[src/rtl/title_overlay_if.sv]
// title_overlay_if -- control and video bus of the title-screen compositor.
//   slave  : the compositor. It receives control, raster position, camera pixel
//            and box geometry. It drives pixel_out, done_out and state_out.
//   master : the driver of the compositor (top-level FSM / video path).
// Box geometry is packed per box: x/w at [i*11 +: 11], y/h at [i*10 +: 10].
interface title_overlay_if #(
    parameter int NUM_BOXES = 2
);
    logic                     enable_in;
    logic                     sw_mode_in;
    logic                     btn_in;
    logic [10:0]              hcount_in;
    logic [9:0]               vcount_in;
    logic [11:0]              cam_pixel_in;
    logic [NUM_BOXES*11-1:0]  box_x_in;
    logic [NUM_BOXES*11-1:0]  box_w_in;
    logic [NUM_BOXES*10-1:0]  box_y_in;
    logic [NUM_BOXES*10-1:0]  box_h_in;
    logic [11:0]              pixel_out;
    logic                     done_out;
    logic [1:0]               state_out;

    modport slave (
        input  enable_in, sw_mode_in, btn_in, hcount_in, vcount_in, cam_pixel_in,
               box_x_in, box_w_in, box_y_in, box_h_in,
        output pixel_out, done_out, state_out
    );

    modport master (
        output enable_in, sw_mode_in, btn_in, hcount_in, vcount_in, cam_pixel_in,
               box_x_in, box_w_in, box_y_in, box_h_in,
        input  pixel_out, done_out, state_out
    );
endinterface

[src/rtl/title_overlay.sv]
// title_overlay -- start/title-screen compositor for the 1024x768 video path.
// The module draws NUM_BOXES solid rectangles over the image. It runs the
// sequence IDLE -> TITLE -> COUNTDOWN -> DONE. A button pulse advances or
// cancels the sequence. Frame ticks pace the countdown.
// Ports:
//   clk  pixel clock
//   rst  synchronous, active-high reset
//   bus  title_overlay_if.slave. Carries control (enable/sw_mode/btn), the
//        raster position, the camera pixel and the box geometry. Returns the
//        composited pixel (1-cycle latency), done_out and state_out.
// Build option: define TITLE_OVERLAY_CAM_EN to composite over cam_pixel_in
// (OR blend). Without it the background is black.
module title_overlay #(
    parameter int          NUM_BOXES        = 2,
    parameter logic [11:0] BOX_COLOR        = 12'hFFF,
    parameter int          BLINK_FRAMES     = 15,
    parameter int          COUNTDOWN_FRAMES = 180,
    parameter int          H_ACTIVE         = 1024,
    parameter int          V_ACTIVE         = 768
) (
    input logic           clk,
    input logic           rst,
    title_overlay_if.slave bus
);
    localparam logic [1:0] S_IDLE      = 2'd0;
    localparam logic [1:0] S_TITLE     = 2'd1;
    localparam logic [1:0] S_COUNTDOWN = 2'd2;
    localparam logic [1:0] S_DONE      = 2'd3;

    localparam int FW = $clog2(COUNTDOWN_FRAMES + 1);
    localparam int BW = $clog2(BLINK_FRAMES + 1);
    localparam logic [FW-1:0] FRAME_LAST = FW'(COUNTDOWN_FRAMES - 1);
    localparam logic [BW-1:0] BLINK_LAST = BW'(BLINK_FRAMES - 1);
    localparam logic [11:0]   H_LIM      = 12'(H_ACTIVE);
    localparam logic [10:0]   V_LIM      = 11'(V_ACTIVE);

    logic [1:0]    state_q, state_d;
    logic [FW-1:0] frame_cnt_q, frame_cnt_d;
    logic [BW-1:0] blink_cnt_q, blink_cnt_d;
    logic          blink_on_q, blink_on_d;
    logic [11:0]   pixel_q, pixel_d;
    logic          done_q, done_d;

    logic frame_tick;
    logic outside;
    logic active_state;
    logic any_hit;
    logic [NUM_BOXES-1:0] hit;
    logic [NUM_BOXES-1:0] visible;

    assign frame_tick   = (bus.hcount_in == 11'd0) && (bus.vcount_in == 10'd0);
    assign outside      = ({1'b0, bus.hcount_in} >= H_LIM) || ({1'b0, bus.vcount_in} >= V_LIM);
    assign active_state = (state_q == S_TITLE) || (state_q == S_COUNTDOWN);

    // Each end coordinate is one bit wider than the position so that a box that
    // runs past the screen edge cannot wrap back onto the left/top. With w==0
    // or h==0 the range is empty and the box never hits.
    for (genvar i = 0; i < NUM_BOXES; i++) begin : g_box
        logic [11:0] x_end;
        logic [10:0] y_end;
        assign x_end  = {1'b0, bus.box_x_in[i*11 +: 11]} + {1'b0, bus.box_w_in[i*11 +: 11]};
        assign y_end  = {1'b0, bus.box_y_in[i*10 +: 10]} + {1'b0, bus.box_h_in[i*10 +: 10]};
        assign hit[i] = (bus.hcount_in >= bus.box_x_in[i*11 +: 11]) &&
                        ({1'b0, bus.hcount_in} < x_end) &&
                        (bus.vcount_in >= bus.box_y_in[i*10 +: 10]) &&
                        ({1'b0, bus.vcount_in} < y_end);
        if (i == 0) begin : g_title
            // The title box blinks only during the countdown.
            assign visible[i] = (state_q == S_TITLE) ||
                                ((state_q == S_COUNTDOWN) && blink_on_q);
        end else begin : g_aux
            assign visible[i] = active_state && bus.sw_mode_in;
        end
    end

    assign any_hit = |(hit & visible);

`ifdef TITLE_OVERLAY_CAM_EN
    always_comb begin
        pixel_d = 12'h000;
        if (!outside && active_state) begin
            pixel_d = any_hit ? (BOX_COLOR | bus.cam_pixel_in) : bus.cam_pixel_in;
        end
    end
`else
    logic unused_cam;
    assign unused_cam = ^bus.cam_pixel_in;

    always_comb begin
        pixel_d = 12'h000;
        if (!outside && active_state && any_hit) begin
            pixel_d = BOX_COLOR;
        end
    end
`endif

    // Counters hold only while the FSM stays in COUNTDOWN. Every other path
    // returns them to the entry values, so each countdown starts from zero.
    always_comb begin
        state_d     = state_q;
        frame_cnt_d = '0;
        blink_cnt_d = '0;
        blink_on_d  = 1'b1;
        case (state_q)
            S_IDLE: begin
                if (bus.enable_in) state_d = S_TITLE;
            end
            S_TITLE: begin
                if (!bus.enable_in)  state_d = S_IDLE;
                else if (bus.btn_in) state_d = S_COUNTDOWN;
            end
            S_COUNTDOWN: begin
                if (!bus.enable_in) begin
                    state_d = S_IDLE;
                end else if (bus.btn_in) begin
                    state_d = S_TITLE;      // a cancel wins over completion
                end else begin
                    frame_cnt_d = frame_cnt_q;
                    blink_cnt_d = blink_cnt_q;
                    blink_on_d  = blink_on_q;
                    if (frame_tick) begin
                        if (frame_cnt_q == FRAME_LAST) begin
                            state_d     = S_DONE;
                            frame_cnt_d = '0;
                            blink_cnt_d = '0;
                            blink_on_d  = 1'b1;
                        end else begin
                            frame_cnt_d = frame_cnt_q + FW'(1);
                            if (blink_cnt_q == BLINK_LAST) begin
                                blink_cnt_d = '0;
                                blink_on_d  = ~blink_on_q;
                            end else begin
                                blink_cnt_d = blink_cnt_q + BW'(1);
                            end
                        end
                    end
                end
            end
            default: begin            // S_DONE
                if (!bus.enable_in) state_d = S_IDLE;
            end
        endcase
        done_d = (state_d == S_DONE);
    end

    always_ff @(posedge clk) begin
        if (rst) begin
            state_q     <= S_IDLE;
            frame_cnt_q <= '0;
            blink_cnt_q <= '0;
            blink_on_q  <= 1'b1;
            pixel_q     <= 12'h000;
            done_q      <= 1'b0;
        end else begin
            state_q     <= state_d;
            frame_cnt_q <= frame_cnt_d;
            blink_cnt_q <= blink_cnt_d;
            blink_on_q  <= blink_on_d;
            pixel_q     <= pixel_d;
            done_q      <= done_d;
        end
    end

    assign bus.pixel_out = pixel_q;
    assign bus.done_out  = done_q;
    assign bus.state_out = state_q;
endmodule

[src/flat_wrapper.sv]
// flat-port wrapper written by rule: the top's interface ports become plain ports
module title_overlay_flat 
#(
    parameter int          NUM_BOXES        = 2,
    parameter logic [11:0] BOX_COLOR        = 12'hFFF,
    parameter int          BLINK_FRAMES     = 15,
    parameter int          COUNTDOWN_FRAMES = 180,
    parameter int          H_ACTIVE         = 1024,
    parameter int          V_ACTIVE         = 768
)
  (clk, rst, bus_enable_in, bus_sw_mode_in, bus_btn_in, bus_hcount_in, bus_vcount_in, bus_cam_pixel_in, bus_box_x_in, bus_box_w_in, bus_box_y_in, bus_box_h_in, bus_pixel_out, bus_done_out, bus_state_out);
  title_overlay_if #(.NUM_BOXES(NUM_BOXES)) bus_i ();
  input logic clk;
  input logic rst;
  input wire logic [$bits(bus_i.enable_in)-1:0] bus_enable_in;
  input wire logic [$bits(bus_i.sw_mode_in)-1:0] bus_sw_mode_in;
  input wire logic [$bits(bus_i.btn_in)-1:0] bus_btn_in;
  input wire logic [$bits(bus_i.hcount_in)-1:0] bus_hcount_in;
  input wire logic [$bits(bus_i.vcount_in)-1:0] bus_vcount_in;
  input wire logic [$bits(bus_i.cam_pixel_in)-1:0] bus_cam_pixel_in;
  input wire logic [$bits(bus_i.box_x_in)-1:0] bus_box_x_in;
  input wire logic [$bits(bus_i.box_w_in)-1:0] bus_box_w_in;
  input wire logic [$bits(bus_i.box_y_in)-1:0] bus_box_y_in;
  input wire logic [$bits(bus_i.box_h_in)-1:0] bus_box_h_in;
  output wire logic [$bits(bus_i.pixel_out)-1:0] bus_pixel_out;
  output wire logic [$bits(bus_i.done_out)-1:0] bus_done_out;
  output wire logic [$bits(bus_i.state_out)-1:0] bus_state_out;
  assign bus_i.enable_in = bus_enable_in;
  assign bus_i.sw_mode_in = bus_sw_mode_in;
  assign bus_i.btn_in = bus_btn_in;
  assign bus_i.hcount_in = bus_hcount_in;
  assign bus_i.vcount_in = bus_vcount_in;
  assign bus_i.cam_pixel_in = bus_cam_pixel_in;
  assign bus_i.box_x_in = bus_box_x_in;
  assign bus_i.box_w_in = bus_box_w_in;
  assign bus_i.box_y_in = bus_box_y_in;
  assign bus_i.box_h_in = bus_box_h_in;
  assign bus_pixel_out = bus_i.pixel_out;
  assign bus_done_out = bus_i.done_out;
  assign bus_state_out = bus_i.state_out;
  title_overlay #(.NUM_BOXES(NUM_BOXES), .BOX_COLOR(BOX_COLOR), .BLINK_FRAMES(BLINK_FRAMES), .COUNTDOWN_FRAMES(COUNTDOWN_FRAMES), .H_ACTIVE(H_ACTIVE), .V_ACTIVE(V_ACTIVE)) u_core (.clk(clk), .rst(rst), .bus(bus_i));
endmodule
[config.mk]
export PLATFORM = sky130hd
export DESIGN_NAME = title_overlay_flat
export DESIGN_NICKNAME = d
export VERILOG_FILES = /design/src/rtl/title_overlay_if.sv /design/src/rtl/title_overlay.sv /design/src/flat_wrapper.sv
export SDC_FILE = /design/constraint.sdc
export NUM_CORES = 1
export LEC_CHECK = 0
export CAP_MARGIN = 20
export CORE_ASPECT_RATIO = 0.6
export CORE_UTILIZATION = 34
export DETAILED_ROUTE_END_ITERATION = 8
export HOLD_SLACK_MARGIN = 0.08
export SYNTH_ARGS = -nofsm -noshare
export SYNTH_HDL_FRONTEND = slang
export SYNTH_SLANG_ARGS = --single-unit
[constraint.sdc]
create_clock -name clk -period 5.3 [get_ports clk]
set_input_delay 1.06 -clock clk [delete_from_list [all_inputs] [get_ports clk]]
set_output_delay 1.06 -clock clk [all_outputs]
set_load 0.01 [all_outputs]
# Word level (Yosys, flattened, before mapping)
# Cells that the tools add are included.
# word_totals
ff_bits	28
input_bits	122
output_inout_bits	15
# op_classes
muxes	15
order_cmp	10
add_sub_neg	6
eq_ne	5
bitwise	4
reduce_logical	22
# op_table
operator	n
$add 11x11->12	2
$lt 11x12->1	2
$add 10x10->11	2
$ge 11x11->1	2
$lt 10x11->1	2
$ge 10x10->1	2
$mux 2	8
$mux 12	1
$ge 11x11->1 const B	1
$logic_and 1x1->1	11
$logic_not 11->1	1
$ge 10x10->1 const B	1
$logic_not 10->1	1
$add 8x1->8 const B	1
$eq 8x8->1 const B	1
$mux 4	2
$mux 8	1
$pmux 2 s3	1
$add 4x1->4 const B	1
$eq 2x2->1 const B	2
$eq 4x4->1 const B	1
$reduce_or 4->1	1
$logic_or 1x1->1	3
$not 1->1	3
other kinds (8)	9

# Logic depth before layout (Yosys ltp)
# Gate-level depths: netlist of the first run.
# depth
ltp_word	9
ltp_mapped	16

# Least setup slack after synthesis of the first run
# Ideal clock, no wire load.
# synth_timing
path_type	input-to-reg
start	input port bus_box_w_in[11]
end	register u_core.pixel_q[10], in the netlist u_core.bus.pixel_out[10]
setup_ps	101
path_slack_ps	1384
arrival_time_ps	3815
cell_stages	14
t_required_ps	5199
cell_sequence	ha_1 -> fa_1 -> a21o_1 -> a21oi_1 -> o21bai_1 -> a21oi_1 -> o21ai_2 -> mux2i_1 -> a2111oi_1 -> ha_1 -> o21a_1 -> o221ai_1 -> a211oi_1 -> o41ai_1
# synth_via
elab_chain_len	9
# synth_rtl
item	line_no	source
start: declaration	flat_wrapper.sv:22	input wire logic [$bits(bus_i.box_w_in)-1:0] bus_box_w_in;
$add 11x11->12	title_overlay.sv:61	assign x_end = {1'b0, bus.box_x_in[i*11 +: 11]} + {1'b0, bus.box_w_in[i*11 +: 11]};
$lt 11x12->1	title_overlay.sv:64	({1'b0, bus.hcount_in} < x_end) &&
$logic_and 1x1->1	title_overlay.sv:63	assign hit[i] = (bus.hcount_in >= bus.box_x_in[i*11 +: 11]) &&
$logic_and 1x1->1	title_overlay.sv:64	
$logic_and 1x1->1	title_overlay.sv:65	(bus.vcount_in >= bus.box_y_in[i*10 +: 10]) &&
$and 2x2->2	title_overlay.sv:76	assign any_hit = |(hit & visible);
$reduce_or 2->1	title_overlay.sv:76	
$logic_and 1x1->1	title_overlay.sv:91	if (!outside && active_state && any_hit) begin
$mux 12	title_overlay.sv:91	
end signal: assignment	title_overlay.sv:159	pixel_q <= pixel_d;
end: declaration	title_overlay.sv:41	logic [11:0] pixel_q, pixel_d;
# No other way between the ends.
# A chain may end at the register's enable or synchronous reset.

# Worst setup path in the final report of the first run
# layout_timing
start	input port bus_box_x_in[11]
end	register u_core.pixel_q[10], in the netlist u_core.bus.pixel_out[10]
# layout_via
elab_chain_len	9
elab_cells_between_ends	10
# layout_rtl
item	line_no	source
start: declaration	flat_wrapper.sv:21	input wire logic [$bits(bus_i.box_x_in)-1:0] bus_box_x_in;
$add 11x11->12	title_overlay.sv:61	
$lt 11x12->1	title_overlay.sv:64	
$logic_and 1x1->1 *	title_overlay.sv:63	
$logic_and 1x1->1 *	title_overlay.sv:64	
$logic_and 1x1->1 *	title_overlay.sv:65	
$and 2x2->2 *	title_overlay.sv:76	
$reduce_or 2->1 *	title_overlay.sv:76	
$logic_and 1x1->1 *	title_overlay.sv:91	
$mux 12 *	title_overlay.sv:91	
# Every way passes the cells marked *; elsewhere a longest branch is shown, timed or not.

==> reports/results.ini, run 1 <==
[outcome]
status = complete, but fails checks
failed_checks = DRC

[setup_path]
worst-path-stages = 15
crit_path_max_fanout = 2
timing.rr.start = u_core.bus.state_out[1]
critPathRequiredTime_ns = 5.45
crit_family = compound AO/OA/AOI/OAI gates
crit_start = bus_box_x_in[11]
r2r_cells = 4
path_buf_inv = 1
worst-setup-path-type = in -> reg
critical_path.endpoint_type = register
startpoint_type = input pin
timing.critical_path.slowest_stage_cell = clkdlybuf4s50_1
endpoint = u_core.bus.pixel_out[10]
path_cells = clkdlybuf4s50_1 > ha_1 > fa_1 > a21o_1 > a21oi_1 > o21bai_1 > a21oi_1 > o21ai_2 > mux2i_1 > a2111oi_1 > ha_1 > o21a_1 > o221ai_1 > a211oi_1 > o41ai_1
reg2reg_slack_ns = 3.59
timing.rr.end = u_core.blink_on_q
cp_slowest_stage_delay_ns = 0.43
crit_arrival_ns = 4.69

[run]
drv_cap = 0

[grt]
grt_pass1_vias = 4159
grt_max_degree = 14
antenna_found_initial = 0
grt_usage_pct = 17.90
grt.overflow.total = 0
grt_pass1_wl_mm = 20.40

[timing]
fmax_ghz = 0.2202
setup_viol = 0
fin_crit_ns = 4.542
final_hold_viol_count = 0
finalSetupTns_ns = 0
worst_slew_pin_slew_ns = 0.6023
min_period_over_period_pct = 85.70
clock_skew_ns = 0.004662
hold_ws_ns = 0.5032
relSlewSlack_pct = 58.81
slew_viol_final = 0
rsz0062_at_grt = no

[hold_path]
min_path_type = reg -> reg

[clocking]
cts-hold-fix-buffers = 0
cts_root_buf = clkbuf_16
cts_tree = done
clkSlewWorstSetupHoldPaths_ns = 0.05
cts_setup_buffers = 0
clk_latency_ns = 0.25
clock_path_buffers = 2
cts_resized = 0
h-tree-depth = 1
clkSinkCount = 17
cts_made_buffers = 3

[synthesis]
synth_area_leaders = ha_1 35%, dfxtp_1 7.4%, inv_1 5.3%, a21oi_1 4.8%, xnor2_1 3.8%
ys_types = 58
syn_nets = 821
synth_seq_area_share_pct = 7.415
synth_edf_count = 0
syn_area_um2 = 4589
yosys_register_bits = 17
synth_top_area_share_pct = 35.17
synth-main-ff-cell = dfxtp_1
synth_async_sr_flop_share_pct = 0
avgSynthCellArea_um2 = 8.108
yosysWarningCount = 0
yosys.area.top_type = ha_1
synthCells = 566

[placement]
finalWeightedCongestion = 0.8501
dp_cells = 847
dpl_cell_area_um2 = 5944
portBuffers = 124
hpwl_mm = 11.13

[drt]
dr.pass1.iters = 7
wl_met3_um = 290
wl_met1_mm = 7.171
vias_per_cell = 5.096
maxUsedRoutingLayer = met4
remaining_drc_errors = 10
drtIter0Drc = 171
wl_met2_mm = 4.971
num_vias = 4337
drt-total-wl_mm = 12.46
wl_per_cell_um = 14.64
postRouteAntennaNets = 0

[floorplanning]
initial_core_util_pct = 35.27
fp.dieW_um = 152.0
die_y_um = 92.00
dieArea_um2 = 13980
core.rowCount = 32
io_pins = 137
fp.coreArea_um2 = 13010

[cells_and_area]
area_growth_pct = 31.24
utilization_pct = 46.29
finalNetCount = 937
drive_gt1_share_pct = 2.643
final_common_cell = ha_1
design_area_um2 = 6023
stdcell_count = 851
mostFrequentLayoutCells = 129 x ha_1, 124 x clkdlybuf4s50_1, 65 x inv_1
diodes = 0

[power]
cellPowerDensity_nw_per_um2 = 136.2
worst_ir_drop_vdd_mv = 0.08848
leakagePower_nw = 2.721

registers in the layout, indices dropped and copies added (netlist names):
register and cells:
u_core.frame_cnt_q 8, u_core.blink_cnt_q 4, u_core.bus.pixel_out 1, u_core.bus.done_out 1
u_core.blink_on_q 1, u_core.bus.state_out 2
area by class of cell:
class,count,area [um^2]
clock buffer,4,78.83
fill,1271,6989
inverter,65,244.0
multi-input combinational,471,3906
sequential,17,340.3
tap,170,212.7
timing repair buffer,124,1241
through the flow:
step / power (W) / worst slack [ns]
floorplan: 0.0004705 / 1.385
global placement: 0.0006490 / 0.6153
detailed placement: 0.0006679 / 0.5666
CTS: 0.0008235 / 0.8175
global route: 0.0009056 / 0.5509
finish: 0.0008206 / 0.7578
report_power, final:
part	internal, W	total, W	switching, W
sequential	0.000130	0.000132	0.00000255
clock	0.000102	0.000153	0.0000507
combinational	0.000270	0.000536	0.000266
total	0.000502	0.000821	0.000319
worst min-delay path by stage:
| stage | start | to | slack (ns) | depth (start not counted) |
|---|---|---|---|---|
| after floorplan | u_core.blink_on_q | u_core.blink_on_q | 0.46 | 2 |
| after global placement | u_core.frame_cnt_q[1] | u_core.frame_cnt_q[1] | 0.48 | 2 |
| after detailed placement | u_core.blink_on_q | u_core.blink_on_q | 0.49 | 2 |
| after CTS | u_core.frame_cnt_q[1] | u_core.frame_cnt_q[1] | 0.50 | 2 |
| after global routing | u_core.frame_cnt_q[1] | u_core.frame_cnt_q[1] | 0.55 | 2 |
| final | u_core.blink_on_q | u_core.blink_on_q | 0.50 | 2 |
logic make-up (layout without fill, tap and decap cells):
family          count (synthesis)  count (layout)  share of synthesized area, %
mux                             6               6                         1.309
compound gates                156             156                         22.52
fa+ha+maj                     133             133                         36.91
flops                          17              17                         7.416
buf+inv                        78             193                         7.470
simple gates                  138             138                         17.12
xor+xnor                       38              38                         7.252
cells in the mapped netlist (4+ instances only):
| cell | n |
|---|---|
| a211oi_1 | 8 |
| a21o_1 | 15 |
| a21oi_1 | 44 |
| a31oi_1 | 4 |
| and3_1 | 5 |
| buf_4 | 11 |
| dfxtp_1 | 17 |
| fa_1 | 4 |
| ha_1 | 129 |
| inv_1 | 65 |
| mux2i_1 | 6 |
| nand2_1 | 24 |
| nand2b_1 | 10 |
| nand3_1 | 21 |
| nor2_1 | 30 |
| nor2b_1 | 6 |
| nor3_1 | 8 |
| nor4_4 | 4 |
| o2111ai_1 | 7 |
| o211ai_1 | 5 |
| o21a_1 | 7 |
| o21ai_0 | 30 |
| o21bai_1 | 7 |
| or3_1 | 8 |
| xnor2_1 | 20 |
| xor2_1 | 18 |
per-layer routing:
layer / up-vias / global-route usage, %
met2: 67 / 27.20
met5: - / 0
met3: 2 / 1.276
met4: 0 / 1.616
li1: 2313 / -
met1: 1955 / 27.92
worst min-delay path, delay by kind of cell (launching register included):
kind / cells / cell delay [ns]
AND/OR/NAND/NOR: 1 / 0.05
flip-flops: 1 / 0.35
XOR/XNOR: 1 / 0.07
(Power assumes the default switching activity.)
==> run 2: changes to the inputs <==
--- a/config.mk
+++ b/config.mk
@@ -5,11 +5,12 @@
 export SDC_FILE = /design/constraint.sdc
 export NUM_CORES = 1
 export LEC_CHECK = 0
-export CAP_MARGIN = 20
 export CORE_ASPECT_RATIO = 0.6
 export CORE_UTILIZATION = 34
 export DETAILED_ROUTE_END_ITERATION = 8
 export HOLD_SLACK_MARGIN = 0.08
+export MAX_ROUTING_LAYER = met4
+export SLEW_MARGIN = 20
 export SYNTH_ARGS = -nofsm -noshare
 export SYNTH_HDL_FRONTEND = slang
 export SYNTH_SLANG_ARGS = --single-unit
==> reports/results.ini, run 2 (synthesis results as in run 1) <==
[outcome]
failed_checks = DRC
status = complete, but fails checks

[power]
cellPowerDensity_nw_per_um2 = 137.0  ; +0.53%
p_total_w = 0.0008249  ; +0.53%
worst_ir_drop_vdd_mv = 0.1044  ; +18%
leakagePower_nw = 2.721  ; unchanged

[drt]
postRouteAntennaNets = 0  ; unchanged
remaining_drc_errors = 10  ; unchanged
drtIter0Drc = 186  ; +8.8%
vias_per_cell = 5.194  ; +1.9%
num_vias = 4420  ; +1.9%
drt-total-wl_mm = 12.69  ; +1.8%
wl_per_cell_um = 14.91  ; +1.8%
dr.pass1.iters = 6  ; -1

[grt]
grt.overflow.total = 0  ; unchanged
grt_max_degree = 14  ; unchanged
antenna_found_initial = 0  ; unchanged
grt_usage_pct = 18.88  ; +0.98 points
grt_pass1_vias = 4196  ; +0.89%
grt_pass1_wl_mm = 20.91  ; +2.5%

[placement]
finalWeightedCongestion = 0.8661  ; +1.9%
dpl_cell_area_um2 = 5944  ; unchanged
portBuffers = 124  ; unchanged
dp_cells = 847  ; unchanged
hpwl_mm = 11.33  ; +1.8%

[floorplanning]
fp.dieW_um = 152.0  ; unchanged
initial_core_util_pct = 35.27  ; unchanged
dieArea_um2 = 13980  ; unchanged
fp.coreArea_um2 = 13010  ; unchanged
die_y_um = 92.00  ; unchanged
io_pins = 137  ; unchanged
core.rowCount = 32  ; unchanged

[timing]
worst_slew_pin_slew_ns = 0.5919  ; -0.01039 ns
finalSetupTns_ns = 0  ; unchanged
fmax_ghz = 0.2235  ; +1.5%
final_hold_viol_count = 0  ; unchanged
min_period_over_period_pct = 84.42  ; -1.3 points
relSlewSlack_pct = 59.52  ; +0.71 points
fin_crit_ns = 4.474  ; -0.06800 ns
clock_skew_ns = 0.002770  ; -0.001892 ns
setup_viol = 0  ; unchanged
rsz0062_at_grt = no
slew_viol_final = 0  ; unchanged

[setup_path]
crit_arrival_ns = 4.62  ; -0.07 ns
critical_path.endpoint_type = register
path_buf_inv = 1  ; unchanged
crit_path_max_fanout = 2  ; unchanged
critPathRequiredTime_ns = 5.45  ; about the same
worst-setup-path-type = in -> reg
crit_family = compound AO/OA/AOI/OAI gates
startpoint_type = input pin
timing.critical_path.slowest_stage_cell = clkdlybuf4s50_1
path_cells = clkdlybuf4s50_1 > ha_1 > fa_1 > a21o_1 > a21oi_1 > o21bai_1 > a21oi_1 > o21ai_2 > mux2i_1 > a2111oi_1 > ha_1 > o21a_1 > o221ai_1 > a211oi_1 > o41ai_1
cp_slowest_stage_delay_ns = 0.43  ; about the same

[clocking]
clk_latency_ns = 0.25  ; about the same
clkSinkCount = 17  ; unchanged
cts_made_buffers = 3  ; unchanged
cts-hold-fix-buffers = 0  ; unchanged
cts_setup_buffers = 0  ; unchanged
h-tree-depth = 1  ; unchanged
cts_tree = done
cts_root_buf = clkbuf_16
clock_path_buffers = 2  ; unchanged
cts_resized = 0  ; unchanged
clkSlewWorstSetupHoldPaths_ns = 0.05  ; about the same

[cells_and_area]
top_register = u_core.frame_cnt_q
drive_gt1_share_pct = 2.643  ; unchanged
diodes = 0  ; unchanged
area_growth_pct = 31.24  ; unchanged
stdcell_count = 851  ; unchanged
finalNetCount = 937  ; unchanged
largest_reg_flops = 8  ; unchanged
final_common_cell = ha_1
num-fill-cells = 1234  ; -2.9%
design_area_um2 = 6023  ; unchanged
mostFrequentLayoutCells = 129 x ha_1, 124 x clkdlybuf4s50_1, 65 x inv_1

[hold_path]
min_path_type = reg -> reg

[run]
drv_cap = 0  ; unchanged

run 2: stage by stage:
step	hold WS (ns)	utilization [%]	setup WS, ns
finish	0.5026	46.29	0.8258
floorplan	0.4637	-	1.385
global placement	0.4757	45.68	0.6096
CTS	0.5046	46.29	0.8037
detailed placement	0.4925	45.68	0.5676
global route	0.5393	46.29	0.5050
run 2: worst paths after layout:
check	slack, ns	cells after the start	start	endpoint
worst max register to register	3.54	5	u_core.frame_cnt_q[2]	u_core.frame_cnt_q[3]
worst min-delay path	0.50	2	u_core.blink_on_q	u_core.blink_on_q
worst max-delay path	0.83	15	bus_box_x_in[11]	u_core.bus.pixel_out[10]
worst min register to register	0.50	2	u_core.blink_on_q	u_core.blink_on_q
run 2: power breakdown:
part	total (W)	internal (W)	switching, W
combinational	0.000541	0.000271	0.000269
clock	0.000152	0.000102	0.0000497
sequential	0.000132	0.000130	0.00000275
run 2: tightest hold or removal path, cell delays in order, from the launching register on:
cell	delay, ns
dfxtp_1	0.34
xor2_1	0.07
nand2b_1	0.06
run 2: layout make-up:
cell class	count	area [um^2]	share of cell area (%)
clock buffers	4	78.83	1.309
multi-input cells	471	3906	64.85
repair buffers	124	1241	20.61
well taps	170	212.7	3.531
inverters	65	244.0	4.051
flip-flops and latches	17	340.3	5.650
run 2: per-layer routing:
metal	share of wire [%]	GRT usage, %
met5	0	-
met4	0.22	1.105
met3	4.0	1.323
met2	41	27.55
met1	55	29.04
